### src/rtl/ip4_ram_arb_pkg.sv
// Shared types and helpers for the ip4_ram round-robin arbiter.
package ip4_ram_arb_pkg;

  typedef enum logic {IDLE, BURST} arb_state_e;

  localparam int unsigned IP4_RAM_ARB_MAX_REQ = 8;

  // One-hot position of the requester that follows idx, wrapping at n.
  function automatic logic [IP4_RAM_ARB_MAX_REQ-1:0] rr_onehot(input int unsigned idx,
                                                               input int unsigned n);
    int unsigned nxt;
    nxt = (idx + 32'd1 >= n) ? 32'd0 : idx + 32'd1;
    rr_onehot = '0;
    for (int unsigned b = 0; b < IP4_RAM_ARB_MAX_REQ; b++) begin
      rr_onehot[b] = (b == nxt);
    end
  endfunction

endpackage

### src/rtl/ip4_rr_pick.sv
// Combinational round-robin picker: first set req bit at or after ptr, wrapping.
module ip4_rr_pick #(
  parameter int unsigned NUM_REQ = 2,
  parameter int unsigned IDX_W   = 1
) (
  input  logic [NUM_REQ-1:0] req,
  input  logic [IDX_W-1:0]   ptr,
  output logic [NUM_REQ-1:0] win,
  output logic [IDX_W-1:0]   idx
);

  always_comb begin
    logic        found;
    int unsigned j;
    win   = '0;
    idx   = '0;
    found = 1'b0;
    j     = 0;
    for (int unsigned k = 0; k < NUM_REQ; k++) begin
      j = 32'(ptr) + k;
      if (j >= NUM_REQ) j = j - NUM_REQ;
      if (!found && req[j]) begin
        found  = 1'b1;
        win[j] = 1'b1;
        idx    = IDX_W'(j);
      end
    end
  end

endmodule

### src/rtl/ip4_ram_arb.sv
// Round-robin arbiter/sequencer sharing one ip4_ram between NUM_REQ requesters.
// Define IP4_RAM_ARB_RDREG_EN to return read data from the RAM's registered output.
module ip4_ram_arb
  import ip4_ram_arb_pkg::*;
#(
  parameter int unsigned NUM_REQ    = 2,
  parameter int unsigned ADDR_WIDTH = 10,
  parameter int unsigned WORD_WIDTH = 32,
  parameter int unsigned BE_WIDTH   = (WORD_WIDTH - 1) / 8 + 1,
  parameter int unsigned MAX_BURST  = 8
) (
  input  logic                                 clk,
  input  logic                                 rst,
  input  logic [NUM_REQ-1:0]                   req,
  input  logic [NUM_REQ-1:0]                   lock,
  input  logic [NUM_REQ-1:0]                   we,
  input  logic [NUM_REQ-1:0][ADDR_WIDTH-1:0]   addr,
  input  logic [NUM_REQ-1:0][BE_WIDTH-1:0]     be,
  input  logic [NUM_REQ-1:0][WORD_WIDTH-1:0]   wdata,
  output logic [NUM_REQ-1:0]                   gnt,
  output logic [NUM_REQ-1:0]                   rvalid,
  output logic [WORD_WIDTH-1:0]                rdata,
  output logic [ADDR_WIDTH-1:0]                ram_radr,
  output logic [ADDR_WIDTH-1:0]                ram_wadr,
  output logic                                 ram_wr,
  output logic [BE_WIDTH-1:0]                  ram_be,
  output logic [WORD_WIDTH-1:0]                ram_datai,
  input  logic [WORD_WIDTH-1:0]                ram_datao,
  input  logic [WORD_WIDTH-1:0]                ram_datao_d
);

  localparam int unsigned IDX_W = (NUM_REQ > 1) ? $clog2(NUM_REQ) : 1;
  localparam int unsigned CNT_W = $clog2(MAX_BURST + 1);

  arb_state_e         state, state_n;
  logic [IDX_W-1:0]   ptr, ptr_n, own, own_n, sel;
  logic [CNT_W-1:0]   cnt, cnt_n;
  logic [NUM_REQ-1:0] pick_win, tag_in, tag1;
  logic [IDX_W-1:0]   pick_idx;
  logic               acc, idle_arb;

  function automatic logic [IDX_W-1:0] next_idx(input logic [IDX_W-1:0] i);
    logic [IP4_RAM_ARB_MAX_REQ-1:0] oh;
    oh = rr_onehot(32'(i), NUM_REQ);
    next_idx = '0;
    for (int unsigned b = 0; b < NUM_REQ; b++) begin
      if (oh[b]) next_idx = IDX_W'(b);
    end
  endfunction

  ip4_rr_pick #(
    .NUM_REQ (NUM_REQ),
    .IDX_W   (IDX_W)
  ) u_pick (
    .req (req),
    .ptr (ptr),
    .win (pick_win),
    .idx (pick_idx)
  );

  always_comb begin
    state_n  = state;
    ptr_n    = ptr;
    own_n    = own;
    cnt_n    = cnt;
    gnt      = '0;
    acc      = 1'b0;
    sel      = pick_idx;
    idle_arb = 1'b0;
    if (!rst) begin
      if (state == BURST) begin
        if (req[own]) begin
          gnt[own] = 1'b1;
          acc      = 1'b1;
          sel      = own;
          cnt_n    = cnt + CNT_W'(1);
          if (!lock[own] || cnt_n == CNT_W'(MAX_BURST)) begin
            state_n = IDLE;
            ptr_n   = next_idx(own);
          end
        end else begin
          // Owner let go: release, but the others still arbitrate now on the old ptr.
          state_n  = IDLE;
          ptr_n    = next_idx(own);
          idle_arb = 1'b1;
        end
      end else begin
        idle_arb = 1'b1;
      end

      if (idle_arb && (|pick_win)) begin
        gnt = pick_win;
        acc = 1'b1;
        sel = pick_idx;
        if (lock[pick_idx] && MAX_BURST > 1) begin
          state_n = BURST;
          own_n   = pick_idx;
          cnt_n   = CNT_W'(1);
        end else begin
          ptr_n = next_idx(pick_idx);
        end
      end
    end
  end

  always_comb begin
    ram_radr  = '0;
    ram_wadr  = '0;
    ram_be    = '0;
    ram_datai = '0;
    ram_wr    = 1'b0;
    if (acc) begin
      ram_radr  = addr[sel];
      ram_wadr  = addr[sel];
      ram_be    = be[sel];
      ram_datai = wdata[sel];
      ram_wr    = we[sel];
    end
  end

  assign tag_in = gnt & req & ~we;

  always_ff @(posedge clk) begin
    if (rst) begin
      state <= IDLE;
      ptr   <= '0;
      own   <= '0;
      cnt   <= '0;
      tag1  <= '0;
    end else begin
      state <= state_n;
      ptr   <= ptr_n;
      own   <= own_n;
      cnt   <= cnt_n;
      tag1  <= tag_in;
    end
  end

`ifdef IP4_RAM_ARB_RDREG_EN
  logic [NUM_REQ-1:0] tag2;
  logic               unused_datao;

  always_ff @(posedge clk) begin
    if (rst) tag2 <= '0;
    else     tag2 <= tag1;
  end

  assign unused_datao = ^ram_datao;
  assign rvalid       = rst ? '0 : tag2;
  assign rdata        = ram_datao_d;
`else
  logic unused_datao_d;

  assign unused_datao_d = ^ram_datao_d;
  assign rvalid         = rst ? '0 : tag1;
  assign rdata          = ram_datao;
`endif

endmodule

### config.mk
export PLATFORM = sky130hd
export DESIGN_NAME = ip4_ram_arb
export DESIGN_NICKNAME = d
export VERILOG_FILES = /design/src/rtl/ip4_ram_arb_pkg.sv /design/src/rtl/ip4_rr_pick.sv /design/src/rtl/ip4_ram_arb.sv
export SDC_FILE = /design/constraint.sdc
export NUM_CORES = 1
export LEC_CHECK = 0
export ABC_AREA = 1
export BUFFER_PORTS_ARGS = -buffer_cell sky130_fd_sc_hd__buf_2
export CAP_MARGIN = 20
export CORE_AREA = 4 4 98 100
export CTS_BUF_LIST = sky130_fd_sc_hd__clkbuf_2 sky130_fd_sc_hd__clkbuf_4 sky130_fd_sc_hd__clkbuf_8
export CTS_CLUSTER_SIZE = 24
export DETAILED_ROUTE_END_ITERATION = 10
export DIE_AREA = 0 0 102 104
export PLACE_DENSITY = 0.56
export RECOVER_POWER = 50
export SLEW_MARGIN = 0
export SYNTH_ARGS = -nofsm -noshare
export SYNTH_HDL_FRONTEND = slang
export SYNTH_SLANG_ARGS = --single-unit
### constraint.sdc
create_clock -name clk -period 2.4 [get_ports clk]
set_input_delay 0.36 -clock clk [delete_from_list [all_inputs] [get_ports clk]]
set_output_delay 0.36 -clock clk [all_outputs]
set_load 0.005 [all_outputs]
==> results of run 1 <==
routing by layer:
metal / global-route usage, % / vias to the layer above / wire [µm]
met2: 18.3 / 98 / 2960
met4: 1.87 / 0 / 47
met1: 10.6 / 881 / 2230
li1: - / 1077 / -
met3: 1.54 / 6 / 566
met5: 0 / - / 0
flip-flops by register name (all words and copies together), names as in the netlist:
register / flops
state: 1
tag1: 2
ptr: 1
cnt: 4
own: 1
timing repair:
item,in CTS,in global routing
endpoints found under the setup margin,0,16
endpoints found under the hold margin,0,0
gates resized for setup,0,1
hold buffers,0,0
layout by cell type (no fill, tap or decap), drive strengths merged:
cell / instances
buf: 159
nor2: 99
nor3: 1
nand2: 19
nand3: 11
a21oi: 11
nand4: 1
xor2: 1
clkbuf: 9
clkinv: 1
or2: 2
dfxtp: 9
ha: 1
o21ai: 52
inv: 16
worst max-delay path: stages (launching register included):
cell      delay, ns
dfxtp_1        0.41
inv_1          0.10
nand3_2        0.08
nand3_2        0.10
nand2_1        0.11
o21ai_4        0.07
clkinv_2       0.18
buf_4          0.22
nor2_1         0.05
nor2_1         0.14
buf_2          0.14
synthesized netlist by cell type:
master    count  share of area (%)
nand4_1       1               0.40
buf_4        46                 22
inv_1        12                2.9
xor2_1        1               0.56
buf_6         5                3.6
clkbuf_1      5                1.2
buf_2         2               0.64
nand3_1       8                2.6
or2_1         2               0.80
nor2_1       99                 24
a21oi_1       9                2.9
nand3_2       3                1.9
nor3_1        1               0.32
o21ai_2       1               0.56
o21ai_0      11                3.5
ha_1          1               0.80
o21ai_1      40                 13
nand2_1      19                4.6
dfxtp_1       9                 12
a21oi_2       2                1.1
inv_2         5                1.2
final cells by class:
type / instances / share of cell area, %
Multi-Input combinational cell: 198 / 41.1
Timing Repair Buffer: 164 / 39.2
Sequential cell: 9 / 8.28
Tap cell: 108 / 6.21
Inverter: 17 / 2.99
Clock buffer: 4 / 2.24
kinds of logic after synthesis:
| group | share of synthesized area [%] |
|---|---|
| AND/OR/NAND/NOR | 34.4 |
| buffers and inverters | 31.7 |
| AO/OA/AOI/OAI | 20.9 |
| flip-flops | 11.6 |
| XOR/XNOR | 0.562 |
| adder cells (fa/ha/maj) | 0.802 |
power groups by stage:
stage	registers, W	clock network, W	logic [W]
after floorplan	0.000170	0	0.000295
after global placement	0.000172	0	0.000425
after detailed placement	0.000173	0	0.000431
after CTS	0.000170	0.000196	0.000433
after global routing	0.000172	0.000204	0.000474
final	0.000170	0.000189	0.000417
metrics by stage:
stage,std cells,hold slack [ns],instance area [µm²],setup slack (ns)
after floorplan,282,0.431,1560,0.630
after detailed placement,496,0.485,2150,0.358
after global placement,496,0.471,2150,0.391
after global routing,500,0.313,2180,0.0232
after CTS,500,0.299,2200,0.120
final,500,0.307,2180,0.210
worst max path at each step:
stage                             end  slack, ns  cells past startpoint
final                     ram_wadr[6]       0.21                     10
after global routing      ram_radr[6]       0.02                     10
after CTS                 ram_wadr[6]       0.12                     10
after detailed placement  ram_radr[6]       0.36                      9
after global placement    ram_radr[4]       0.39                      9
after floorplan           ram_wadr[0]       0.63                      8
==> reports/results.ini, run 1 <==
[floorplanning]
core_area_um2 = 8680
die_h_um = 104
ios = 257
dieArea_um2 = 10600
rows = 34
die_w_um = 102
start_util_pct = 18.0

[global_route]
grt_pass1_vias = 1848
grt_pass1_wl_um = 8490
antenna_found_initial = 0
grtUsageTotal_pct = 9.50
overflow = 0
grt_start_max_net_pins = 48

[finish]
fillCellCount = 1019
multi_input_area_um2 = 895
n_antenna_cell = 0
utilization_pct = 25.1
drive_above_1_share_pct = 43.9
area_delta_synth_final_pct = 39.6
final_nets = 558
seqCellArea_um2 = 180

[sta]
setup_tns_ns = 0
slew_headroom_pct = 76.5
layout_min_cycle_time_ns = 2.19
finalSetupViolCount = 0
fmax_mhz = 457
maxSlewViolCount = 0
grt_setup_unrepaired = no
fin_crit_sh_pct = 91.2
hold_viol = 0
finClkSkew_ns = 0.00513
tightest_slew_ns = 0.352

[min_path]
hold_path.class = input port to register
min_to = tag1[0]
worstHoldStart = we[0]
worstHoldPathCells = 2

[logic_synthesis]
ys_ff_latch = 9
syn_inst = 282
avgSynthCellArea_um2 = 5.53
seq_area_frac_synth_pct = 11.6
ys_warn_count = 0
syn_area_um2 = 1560
synth_fp_nets = 447
ys_types = 21

[power]
internal_power_w = 0.000477
clockPowerShare_pct = 24.4
p_leak_nw = 1.23
seq_power_share_pct = 21.9
ir_drop_mv = 0.224
p_comb_share_pct = 53.7
power_density_nw_per_um2 = 357
p_sw_share_pct = 38.6
p_sw_w = 0.000300
total_power_w = 0.000777

[cts]
post-cts-setup-buffers = 0
cts_buffers = 3
cts.sink_count = 9
cts_tree = built
cts_htree_levels = 1
root_buffer = clkbuf_8
clkSlewWorstSetupHoldPaths_ns = 0.05
cts_buffer_depth = 2
clk_latency_ns = 0.23

[placed_design]
hpwl_um = 4800
gp_congestion = 0.795
io_buffers = 160

[critical_path]
critPathMaxFanout = 13
r2r-start = own
path_class = register to output port
worstReg2RegEnd = own
worstPathRequired_ns = 2.04
endpoint_kind = output port
r2r_slack_ns = 0.77
cp.arrival_ns = 1.83
cp-startpoint = own
start_kind = register
r2r_cells = 7

[detailed_routing]
routedWlPerCell_um = 11.6
antenna_left = 0
vias_per_cell = 4.12
num_vias = 2062
dr.pass1.iters = 4
drt_iter0_drc = 45
wl_um = 5810
drc = 0

[status]
status = completed

[run]
cap_violations = 0

(Power assumes the default switching activity.)
==> inputs of run 2 (changes only) <==
--- a/config.mk
+++ b/config.mk
@@ -5,15 +5,14 @@
 export SDC_FILE = /design/constraint.sdc
 export NUM_CORES = 1
 export LEC_CHECK = 0
-export ABC_AREA = 1
 export BUFFER_PORTS_ARGS = -buffer_cell sky130_fd_sc_hd__buf_2
 export CAP_MARGIN = 20
-export CORE_AREA = 4 4 98 100
+export CORE_AREA = 2 2 99 101
 export CTS_BUF_LIST = sky130_fd_sc_hd__clkbuf_2 sky130_fd_sc_hd__clkbuf_4 sky130_fd_sc_hd__clkbuf_8
 export CTS_CLUSTER_SIZE = 24
 export DETAILED_ROUTE_END_ITERATION = 10
-export DIE_AREA = 0 0 102 104
-export PLACE_DENSITY = 0.56
+export DIE_AREA = 0 0 101 103
+export PLACE_DENSITY = 0.51
 export RECOVER_POWER = 50
 export SLEW_MARGIN = 0
 export SYNTH_ARGS = -nofsm -noshare
==> run 2 against run 1 <==
  * First-iteration DRC count increased by 18%
  * Worst setup slack improved by 0.044 ns
  * Die area decreased by 1.9%
  * Sequential power about the same
  * Via count decreased by 20%
  * Sequential share of layout area increased by 0.66 points
  * Cell area decreased by 7.4%
  * Hold slack got worse by 0.0016 ns
  * Global-route usage decreased by 1.9 points
  * Clock skew decreased by 0.0035 ns
  * Critical path type unchanged
  * Critical endpoint is now ram_radr[0]
==> reports/results.ini, run 2 <==
[cts]
cts_buffers = 3  ; unchanged
cts_tree = built
cts_hold_buf = 0  ; unchanged
post-cts-setup-buffers = 0  ; unchanged
cts_resized = 0  ; unchanged
root_buffer = clkbuf_8
cts_htree_levels = 1  ; unchanged
clkSlewWorstSetupHoldPaths_ns = 0.05  ; about the same
cts.sink_count = 9  ; unchanged
cts_buffer_depth = 2  ; unchanged
clk_latency_ns = 0.23  ; about the same

[power]
p_comb_share_pct = 47.4  ; -6.3 points
ir_drop_mv = 0.157  ; -30%
total_power_w = 0.000685  ; -12%
power_density_nw_per_um2 = 340  ; -4.7%
internal_power_w = 0.000466  ; -2.2%
clockPowerShare_pct = 27.9  ; +3.5 points
p_leak_nw = 1.11  ; -10%
p_sw_w = 0.000219  ; -27%
p_sw_share_pct = 32.0  ; -6.6 points
seq_power_share_pct = 24.7  ; +2.8 points

[global_route]
grt_pass1_wl_um = 6330  ; -25%
antenna_found_initial = 0  ; unchanged
grt_start_max_net_pins = 49  ; +2.1%
overflow = 0  ; unchanged
grt_pass1_vias = 1308  ; -29%
grtUsageTotal_pct = 7.58  ; -1.9 points

[placed_design]
place_area_um2 = 1970  ; -8.2%
io_buffers = 160  ; unchanged
dp.cells = 389  ; -22%
gp_congestion = 0.754  ; -5.1%
hpwl_um = 4000  ; -17%

[finish]
largest_register = cnt
drive_above_1_share_pct = 60.9  ; +17 points
final_common_cell = buf_2
final_nets = 445  ; -20%
largest_reg_flops = 4  ; unchanged
top_regs = cnt x4, tag1 x2
fin_cells = 394  ; -21%
final_cell_area_um2 = 2020  ; -7.4%
final_cell_mix = buf_2, a22o_1, dfxtp_1
area_delta_synth_final_pct = 45.9
fillCellCount = 1059  ; +3.9%

[logic_synthesis]
ys_warn_count = 0  ; unchanged
yosys.area.top_type_share_pct = 29.8  ; +5.9 points
syn_inst = 167  ; -41%
synth_commonest_cells = a22o_1, buf_4, dfxtp_1, buf_2, nand3_1
seq_area_frac_synth_pct = 13.0  ; +1.5 points
ys_ff_latch = 9  ; unchanged
syn_area_um2 = 1380  ; -11%
synth-async-reset-ratio_pct = 0  ; unchanged
yosysMostFrequentCell = a22o_1
synthFlopType = dfxtp_1
synth_fp_nets = 332  ; -26%
avgSynthCellArea_um2 = 8.28  ; +50%
ys_types = 36  ; +71%
synth_edf_count = 0  ; unchanged
synthTopCellsByArea = a22o_1, buf_4, dfxtp_1, buf_6, buf_2
yosys.area.top_type = a22o_1

[floorplanning]
ios = 257  ; unchanged
dieArea_um2 = 10400  ; -1.9%
die_h_um = 103  ; -0.96%
die_w_um = 101  ; -0.98%
core_area_um2 = 9460  ; +9.0%
start_util_pct = 14.6  ; -3.3 points
rows = 36  ; +5.9%

[sta]
maxSlewViolCount = 0  ; unchanged
fin_crit_sh_pct = 89.4  ; -1.8 points
tightest_slew_ns = 0.541  ; +0.189 ns
grt_setup_unrepaired = no
hold_viol = 0  ; unchanged
setup_tns_ns = 0  ; unchanged
layout_min_cycle_time_ns = 2.15  ; -0.0440 ns
finalSetupViolCount = 0  ; unchanged
finClkSkew_ns = 0.00168  ; -0.00346 ns
slew_headroom_pct = 64.0  ; -13 points
fmax_mhz = 466  ; +2.1%

[critical_path]
crit_chain = mux2i_2, a21oi_4, buf_12, a22o_1, buf_2
endpoint_kind = output port
path_class = register to output port
critPathMaxFanout = 34  ; +21
worstPathRequired_ns = 2.04  ; about the same
cp_slowest_cell = dfxtp_1
start_kind = register
cp.arrival_ns = 1.79  ; -0.04 ns
slowest_delay_ns = 0.49  ; +0.08 ns

[detailed_routing]
dr.pass1.iters = 4  ; unchanged
antenna_left = 0  ; unchanged
routedWlPerCell_um = 12.5  ; +7.5%
num_vias = 1653  ; -20%
drc = 0  ; unchanged
wl_um = 4920  ; -15%
drt_iter0_drc = 53  ; +18%
vias_per_cell = 4.20  ; +1.7%

[status]
status = completed

[run]
cap_violations = 0  ; unchanged

[min_path]
hold_path.class = input port to register

==> run 2: cell count changes after synthesis, moves of 4 or more <==
cell     change
o21ai_0      -9
nor2_1      -97
inv_2        -5
buf_2        +4
inv_1       -10
a21oi_1      -6
a22o_1      +47
nand2_1     -14
o21ai_1     -39
==> run 2: power by group through the flow <==
stage	Sequential (W)	Combinational [W]	Clock, W
4_1_cts	0.000169	0.000331	0.000197
5_1_grt	0.000171	0.000364	0.000208
3_3_place_gp	0.000172	0.000326	0
2_1_floorplan	0.000167	0.000221	0
6_report	0.000169	0.000325	0.000191
3_5_place_dp	0.000172	0.000330	0
==> run 2: final timing paths <==
path          start           to  slack (ns)  cells past startpoint
max reg2reg     own       cnt[3]        0.81                      4
min reg2reg  cnt[1]       cnt[1]        0.52                      2
min           we[0]      tag1[0]        0.31                      2
max             own  ram_radr[0]        0.25                      5
==> run 2: cells by family after synthesis <==
family | after synthesis | share of synthesized area, %
xor+xnor | 4 | 2.53
fa+ha+maj | 1 | 0.905
buf+inv | 58 | 30.7
flops | 9 | 13.0
simple gates | 26 | 11.1
mux | 3 | 2.62
compound gates | 66 | 39.1
==> run 2: area by class of cell <==
type                       count  area [µm²]  area share [%]
timing repair buffer         164         852            42.2
multi-input combinational    100         783            38.8
sequential                     9         180            8.93
tap                          114         143            7.07
clock buffer                   4        48.8            2.42
inverter                       2        7.51           0.372
antenna                        1        2.50           0.124
==> run 2: through the flow <==
| stage | worst slack [ns] | hold WS, ns | utilization [%] |
|---|---|---|---|
| after floorplan | 0.609 | 0.437 | - |
| after global placement | 0.432 | 0.487 | 20.8 |
| after detailed placement | 0.429 | 0.520 | 20.8 |
| after CTS | 0.221 | 0.306 | 21.4 |
| after global routing | 0.0952 | 0.310 | 21.3 |
| final | 0.254 | 0.305 | 21.3 |
==> run 2: per-layer routing <==
layer / vias to the layer above / global-route usage, % / wire length [µm]
met1: 736 / 10.1 / 2100
met2: 97 / 12.1 / 2290
met5: - / 0 / 0
met4: 0 / 2.18 / 52
li1: 810 / - / -
met3: 10 / 2.03 / 478
==> run 2: critical path, delay by kind of cell (launching register included) <==
family	cells	cell delay (ns)
DFF	1	0.49
AOI/OAI and AO/OA	2	0.54
buffers and inverters	2	0.36
muxes	1	0.16
==> inputs of run 3 (changes only) <==
--- a/config.mk
+++ b/config.mk
@@ -5,10 +5,10 @@
 export SDC_FILE = /design/constraint.sdc
 export NUM_CORES = 1
 export LEC_CHECK = 0
-export BUFFER_PORTS_ARGS = -buffer_cell sky130_fd_sc_hd__buf_2
+export BUFFER_PORTS_ARGS = -buffer_cell sky130_fd_sc_hd__buf_4
 export CAP_MARGIN = 20
 export CORE_AREA = 2 2 99 101
-export CTS_BUF_LIST = sky130_fd_sc_hd__clkbuf_2 sky130_fd_sc_hd__clkbuf_4 sky130_fd_sc_hd__clkbuf_8
+export CTS_BUF_LIST = sky130_fd_sc_hd__clkbuf_16
 export CTS_CLUSTER_SIZE = 24
 export DETAILED_ROUTE_END_ITERATION = 10
 export DIE_AREA = 0 0 101 103
==> run 3 against run 2 <==
  * Worst setup slack better by 0.0056 ns
  * Clock power increased by 52%
  * Die area is the same
  * Critical endpoint is now ram_radr[7]
  * Power is 27% higher
  * Clock-buffer cell count down 1
  * Global-route usage is 0.56 points higher
  * Sequential share of layout area decreased by 1.5 points
  * Sequential power hardly changed
  * Critical path type unchanged
  * Register-to-register slack worse by 0.04 ns
==> reports/results.ini, run 3 (same netlist as run 2, synthesis figures left out) <==
[detailed_routing]
drt_iter0_drc = 63  ; +19%
drc = 0  ; unchanged
wl_um = 5250  ; +6.9%
routedWlPerCell_um = 13.4  ; +7.4%
wl_met3_um = 486  ; +1.7%
dr.pass1.iters = 4  ; unchanged
wl_met1_um = 2170  ; +3.4%
top_layer_used = met4
vias_per_cell = 4.31  ; +2.8%
num_vias = 1690  ; +2.2%
wl_met2_um = 2560  ; +12%
antenna_left = 0  ; unchanged

[finish]
area_delta_synth_final_pct = 75.9
final_cell_mix = buf_4, a22o_1, dfxtp_1
drive_above_1_share_pct = 61.5  ; +0.58 points
final_nets = 444  ; -0.22%
final_common_cell = buf_4
largest_reg_flops = 4  ; unchanged
top_regs = cnt x4, tag1 x2
fin_cells = 392  ; -0.51%
final_cell_area_um2 = 2430  ; +21%
n_antenna_cell = 0  ; -1
largest_register = cnt

[global_route]
grt_pass1_vias = 1377  ; +5.3%
overflow = 0  ; unchanged
grtUsageTotal_pct = 8.15  ; +0.56 points
grt_pass1_wl_um = 6800  ; +7.3%
antenna_found_initial = 0  ; unchanged
grt_start_max_net_pins = 50  ; +2.0%

[floorplanning]
die_h_um = 103  ; unchanged
die_w_um = 101  ; unchanged
start_util_pct = 14.6  ; unchanged
core_area_um2 = 9460  ; unchanged
ios = 257  ; unchanged
dieArea_um2 = 10400  ; unchanged
rows = 36  ; unchanged

[power]
ir_drop_mv = 0.161  ; +2.0%
power_density_nw_per_um2 = 357  ; +5.0%
total_power_w = 0.000868  ; +27%
p_leak_nw = 1.23  ; +11%

[critical_path]
worstReg2RegEnd = cnt[1]
critPathBufInv = 2  ; unchanged
path_class = register to output port
start_kind = register
endpoint_kind = output port
r2r_cells = 4  ; unchanged
slowest_delay_ns = 0.51  ; +0.02 ns
r2r-start = own
worstPathRequired_ns = 2.04  ; about the same
cp_top_family = flip-flops
crit_chain = mux2i_2, a21oi_1, buf_12, a22o_1, buf_4
cp.arrival_ns = 1.78  ; about the same
cp_slowest_cell = dfxtp_1
r2r_slack_ns = 0.77  ; -0.04 ns
critPathMaxFanout = 49  ; +44%

[min_path]
hold_path.class = input port to register
worstHoldStart = we[0]
worstHoldPathCells = 2  ; unchanged
min_to = tag1[0]

[sta]
grt_setup_unrepaired = no
maxSlewViolCount = 0  ; unchanged
layout_min_cycle_time_ns = 2.14  ; -0.00563 ns
finalSetupViolCount = 0  ; unchanged
slew_headroom_pct = 71.2  ; +7.2 points
fin_crit_sh_pct = 89.2  ; -0.23 points
fmax_mhz = 467  ; +0.26%
setup_tns_ns = 0  ; unchanged
hold_viol = 0  ; unchanged
tightest_slew_ns = 0.427  ; -0.113 ns
finClkSkew_ns = 0.000614  ; -0.00106 ns

[placed_design]
gp_congestion = 0.727  ; -3.5%
place_area_um2 = 2360  ; +20%
io_buffers = 160  ; unchanged
dp.cells = 388  ; -0.26%
hpwl_um = 4150  ; +3.6%

[cts]
cts_htree_levels = 1  ; unchanged
clk_latency_ns = 0.23  ; about the same
post-cts-setup-buffers = 0  ; unchanged
cts_buffers = 3  ; unchanged
clkSlewWorstSetupHoldPaths_ns = 0.04  ; about the same
cts.sink_count = 9  ; unchanged
cts_hold_buf = 0  ; unchanged
root_buffer = clkbuf_16
cts_resized = 0  ; unchanged
cts_tree = built
cts_buffer_depth = 2  ; unchanged

[status]
status = completed

[run]
cap_violations = 0  ; unchanged

==> run 3: cell count changes in the layout (fill, tap and decap cells not counted), sizes merged <==
cell,before,now
buf,160,155
inv,2,3
clkbuf,8,11
diode,1,0
==> run 3: worst max path at each step <==
| stage | start | depth (start not counted) | slack (ns) | endpoint |
|---|---|---|---|---|
| floorplan | rst | 7 | 0.61 | ram_wadr[2] |
| global placement | own | 6 | 0.51 | ram_wadr[7] |
| detailed placement | own | 6 | 0.50 | ram_wadr[7] |
| CTS | own | 6 | 0.25 | ram_wadr[7] |
| global route | own | 5 | 0.12 | ram_radr[0] |
| finish | own | 5 | 0.26 | ram_radr[7] |
==> run 3: routing by layer <==
layer | up-vias | GRT usage, %
met5 | - | 0
met4 | 0 | 2.49
li1 | 814 | -
met3 | 8 | 1.90
met2 | 94 | 13.5
met1 | 774 | 10.5
==> run 3: area by class of cell <==
cell class	instances	area, µm²
Fill cell	1027	7030
Inverter	2	7.51
Clock buffer	3	75.1
Tap cell	114	143
Clock inverter	1	3.75
Multi-Input combinational cell	100	774
Sequential cell	9	180
Timing Repair Buffer	163	1250
==> run 3: metrics by stage <==
step | worst slack, ns | utilization, % | hold slack, ns
finish | 0.260 | 25.7 | 0.299
global route | 0.121 | 25.7 | 0.302
CTS | 0.251 | 25.8 | 0.299
detailed placement | 0.499 | 25.0 | 0.523
global placement | 0.510 | 25.0 | 0.485
floorplan | 0.609 | - | 0.437
==> run 3: power by group <==
part / internal [W] / switching (W)
sequential: 0.000159 / 0.0000108
clock: 0.000218 / 0.0000725
combinational: 0.000260 / 0.000148
total: 0.000637 / 0.000231
==> run 3: worst reg2reg max path, delay by kind of cell, from the launching register on <==
family,cells,cell delay [ns]
AO/OA/AOI/OAI,3,0.76
flip-flops,1,0.51
AND/OR/NAND/NOR,1,0.24
